**config.mk**
```make
export PLATFORM = sky130hd
export DESIGN_NAME = btn_conditioner
export DESIGN_NICKNAME = d
export VERILOG_FILES = /design/src/rtl/btn_conditioner.sv
export SDC_FILE = /design/constraint.sdc
export NUM_CORES = 1
export LEC_CHECK = 0
export ABC_AREA = 1
export CORE_MARGIN = 2
export CORE_UTILIZATION = 37
export CTS_CLUSTER_DIAMETER = 60
export DETAILED_ROUTE_END_ITERATION = 10
export PLACE_DENSITY_LB_ADDON = 0.08
export SLEW_MARGIN = 10
export SYNTH_ARGS = -nofsm -noshare
export SYNTH_HDL_FRONTEND = slang
export SYNTH_SLANG_ARGS = --single-unit
```
**constraint.sdc**
```tcl
create_clock -name clk -period 2.45 [get_ports clk]
set_clock_uncertainty 0.05 [all_clocks]
set_input_delay 0.245 -clock clk [delete_from_list [all_inputs] [get_ports clk]]
set_output_delay 0.245 -clock clk [all_outputs]
set_load 0.1 [all_outputs]
```
**src/rtl/btn_conditioner.sv**
```systemverilog
// Push-button conditioner: 2-flop synchronizer, four-state debounce FSM,
// long-press detection and a run enable toggled by presses.
module btn_conditioner #(
  parameter int DEBOUNCE_CYCLES   = 10_000,
  parameter int LONG_PRESS_CYCLES = 2_000_000
) (
  input  logic clk,
  input  logic rst,
  input  logic btn_raw,
  output logic btn_level,
  output logic press_pulse,
  output logic release_pulse,
  output logic long_pulse,
  output logic run_en
);

  localparam logic [25:0] DEB_LAST = 26'(DEBOUNCE_CYCLES - 1);
  localparam logic [25:0] LONG_CNT = 26'(LONG_PRESS_CYCLES);

  typedef enum logic [1:0] {IDLE, PRESS_WAIT, PRESSED, RELEASE_WAIT} state_t;

  state_t      state, state_nx;
  logic [25:0] deb_cnt, deb_nx;
  logic [25:0] hold_cnt, hold_nx;
  logic        meta, sync;
  logic        press_evt, rel_evt, long_evt;

  always_ff @(posedge clk) begin
    if (rst) begin
      meta <= 1'b0;
      sync <= 1'b0;
    end else begin
      meta <= btn_raw;
      sync <= meta;
    end
  end

  always_comb begin
    state_nx  = state;
    deb_nx    = deb_cnt;
    press_evt = 1'b0;
    rel_evt   = 1'b0;
    case (state)
      IDLE: begin
        if (sync) begin
          state_nx = PRESS_WAIT;
          deb_nx   = '0;
        end
      end
      PRESS_WAIT: begin
        if (!sync) begin
          state_nx = IDLE;
        end else if (deb_cnt == DEB_LAST) begin
          state_nx  = PRESSED;
          press_evt = 1'b1;
        end else begin
          deb_nx = deb_cnt + 26'd1;
        end
      end
      PRESSED: begin
        if (!sync) begin
          state_nx = RELEASE_WAIT;
          deb_nx   = '0;
        end
      end
      RELEASE_WAIT: begin
        if (sync) begin
          state_nx = PRESSED;
        end else if (deb_cnt == DEB_LAST) begin
          state_nx = IDLE;
          rel_evt  = 1'b1;
        end else begin
          deb_nx = deb_cnt + 26'd1;
        end
      end
      default: state_nx = IDLE;
    endcase
  end

  // hold_cnt keeps counting through a release bounce; saturation makes long fire once
  always_comb begin
    hold_nx = hold_cnt;
    if (press_evt)
      hold_nx = '0;
    else if (btn_level && hold_cnt != LONG_CNT)
      hold_nx = hold_cnt + 26'd1;
    long_evt = (hold_nx == LONG_CNT) && (hold_cnt != LONG_CNT);
  end

  always_ff @(posedge clk) begin
    if (rst) begin
      state         <= IDLE;
      deb_cnt       <= '0;
      hold_cnt      <= '0;
      btn_level     <= 1'b0;
      press_pulse   <= 1'b0;
      release_pulse <= 1'b0;
      long_pulse    <= 1'b0;
      run_en        <= 1'b0;
    end else begin
      state         <= state_nx;
      deb_cnt       <= deb_nx;
      hold_cnt      <= hold_nx;
      btn_level     <= (state_nx == PRESSED) || (state_nx == RELEASE_WAIT);
      press_pulse   <= press_evt;
      release_pulse <= rel_evt;
      long_pulse    <= long_evt;
      // long press is a forced stop and wins over a toggle
      if (long_pulse)
        run_en <= 1'b0;
      else if (press_pulse)
        run_en <= ~run_en;
    end
  end

endmodule
```
==> metrics.md, run 1 <==
| Metric | Value |
|---|---|
| Hpwl dp | roughly 8500 um |
| WL met3 | roughly 580 um |
| Max cap viols | 0 |
| # setup viols final | 0 |
| FMAX | 442 MHz |
| Leakage | 1.67 nW |
| Most frequent CP cell | nor2_1 |
| Die Span Y | 107 um |
| Post-synth EDFFs | 0 |
| Detailed Route WL | 10,900 um |
| Final critical-path share of the clock period | 92.4% |
| Area growth, synth to finish | 11.8% |
| Hold Buf Count CTS | 0 |
| Worst-Skew Late Latency | approximately 360 ps |
| Synthesized cell area | 3900 sq um |
| Total setup buffers inserted after CTS | 0 |
| DRT Pass-1 Iters | 5 |
| Final Instance Area | about 4400 sq um |
| Setup_tns | 0 ps |
| Slew margin rel. | between 60 and 70% |
| Root Driver | clkbuf_8 |
| Hold Crit Class | in -> reg |
| Critical Path RT | 2700 ps |
| Top post-synthesis cells by area | dfxtp_1, nand2_1, nor2_1 |
| Placement-stage cell area | 4110 sq um |
| Num CTS Buffers | 9 |
| Vias in the first global route | 3,598 |
| Slew Limit Fails | 0 |
| Worst setup SP type | flop |
| WL met2 | 4260 um |
| Synth Instances | 650 |
| CP cell instances | ha_1 > inv_1 > nor2_1 > nand2_1 > nor2_1 > xor2_1 > o21ai_0 > nor2_1 > nand2_1 > nor2_1 > nand3_1 > nor2_1 |
| Post-route ant nets | 0 |
| First-pass GRT wire length | between 15,000 and 20,000 um |
| PwrDens | 494 nW/um^2 |
| Die ar. | 11,400 sq um |
| DR vias | 3,991 |
| H-tree Lvls | 3 |
| Initial Utilization | 38.0% |
| Asr flop ratio synth | 0% |
| Worst-Margin Slew | between 400 and 500 ps |
| Area leader, netlist | dfxtp_1 |
| Layout cells sized above 1 | 7.49% |
| Multi-input gate area | roughly 2300 sq um |
| Syn Nets | 656 |
| M1 WL | 5880 um |
| Row count | 37 |
| Syn_area_per_cell | 6.01 sq um |
| Fillcell total | between 1,000 and 1,500 |
| Finished Layout Cells | about 800 |
| Top-count cell post-synth | nand2_1 |
| CTS sink cnt | 61 |
| Core outline area | 10,300 sq um |
| Unrepaired setup endpoints after global routing | false |
| Final hold violation count | 0 |
| Synth cell count leaders | nand2_1, nor2_1, inv_1 |
| Worst Hold Slack | 359 ps |
| Pin count of the biggest net entering global routing | 29 |
| Register bit count reported by yosys | between 60 and 70 |
| Final GP Congestion | 0.900 |
| CP max FO | 5 |
| Clock tree buffer depth | 2 |
| Top_reg_cell synth | dfxtp_1 |
| Vias per cell | 4.96 |
| Dpl cells | 788 |
| Crit path time final | 2260 ps |
| CTS tree | done |
| # IOs | 8 |
| Crit path largest cell delay | 400 ps |
| # diodes | 0 |
| CP max-delay cell | dfxtp_1 |
| Initial antenna violation count | 0 |
| GRT Total Usage | 20.9% |
| Place WS | 151 ps |
| IO buf count | 7 |
| Register area | 1220 sq um |
| Clk slew on worst S/H paths | roughly 70 ps |
| PnR Total Power | between 2 and 2.5 mW |
| Final core utilization | 42.5% |
| Nets | between 600 and 700 |
| Buffers plus inverters on the worst setup path | 1 |
| Crit. End Element | flop |
| Die span in x | 107 um |
| Unique cell type count in the Yosys netlist | 32 |
| WL per Instance | 13.6 um |
| Synth top area share | 31.3% |
| Total grt overflow | 0 |
| Sequential area share after synthesis | between 30 and 40% |
| Peak VDD IR | 0.308 mV |
| Post-route DRC | 0 |
| YS warnings | 0 |
| Arrival @ worst endpoint | roughly 2500 ps |
| Setup CP Type | reg -> reg |
| Initial DRC count | ~280 |
| Setup ws final | 187 ps |
| Critical path's top delay family | simple AND/OR/NAND/NOR gates |
| DR top layer | met4 |
| Outcome | completed |
-- logic make-up after synthesis --
group / Yosys count / share of synthesized area [%]
adders and majority gates: 3 / 0.961
and+or+nand+nor: 424 / 45.5
AOI/OAI and AO/OA: 50 / 7.63
xor gates and xnor gates: 20 / 4.49
buffers and inverters: 92 / 10.1
DFF: 61 / 31.3
-- report_power, final --
part / internal [mW] / total [mW] / switching, mW
logic: 0.0132 / 0.0512 / 0.0381
registers: 0.995 / 0.999 / 0.00387
clock network: 0.703 / 1.11 / 0.404
total: 1.71 / 2.16 / 0.446
-- cell type report --
type	count	share of cell area [%]
Clock buffer	12	3.32
Clock inverter	4	2.18
Inverter	76	6.59
Multi-Input combinational cell	497	52.7
Sequential cell	61	28.0
Tap cell	136	3.90
Timing Repair Buffer	18	3.30
-- per-layer routing --
metal | up-vias | GRT usage, %
met2 | 100 | 28.7
met1 | 1805 | 31.3
met4 | 0 | 8.44
met5 | - | 0
met3 | 14 | 4.38
li1 | 2072 | -
-- layout by cell type, fill, tap and decap left out, types with 3 or more instances in the layout --
cell type,count
nand2_1,195
nor2_1,135
inv_1,70
dfxtp_1,61
nand3_1,37
a21oi_1,28
nand4_1,19
xor2_1,17
nor3_1,17
buf_4,15
o21ai_0,10
clkbuf_8,10
nor4_1,7
inv_2,5
o21ai_1,4
nand2_2,4
xnor2_1,3
ha_1,3
bufinv_16,3
-- sequential cells by signal, indices dropped and copies added (netlist names) --
| signal | cells |
|---|---|
| deb_cnt | 26 |
| hold_cnt | 26 |
| state | 2 |
| btn_level | 1 |
| long_pulse | 1 |
| meta | 1 |
| press_pulse | 1 |
| release_pulse | 1 |
| run_en | 1 |
| sync | 1 |
-- final timing paths --
kind,startpoint,to,slack (ps),cells after the start
max,hold_cnt[1],long_pulse,190,12
min,btn_raw,meta,360,3
max reg2reg,hold_cnt[1],long_pulse,190,12
min reg2reg,meta,sync,360,2
-- worst reg2reg max path: stages (launching register included) --
cell     delay (ps)
dfxtp_1         400
ha_1            270
inv_1            60
nor2_1          190
nand2_1         160
nor2_1          180
xor2_1          170
o21ai_0         160
nor2_1          160
nand2_1          60
nor2_1          160
nand3_1          90
nor2_1           90
-- timing repair --
action	CTS	global route
gates resized for setup	0	5
setup endpoints to repair	0	9
endpoints found under the hold margin	0	0
No activity file was read; power rests on OpenSTA's default activity.
==> inputs of run 2 (changes only) <==
--- a/config.mk
+++ b/config.mk
@@ -15,3 +15,4 @@
 export SYNTH_ARGS = -nofsm -noshare
 export SYNTH_HDL_FRONTEND = slang
 export SYNTH_SLANG_ARGS = --single-unit
+export TNS_END_PERCENT = 100
==> results of run 2 <==
Final layout, timing and power as in run 1 (identical DEF).
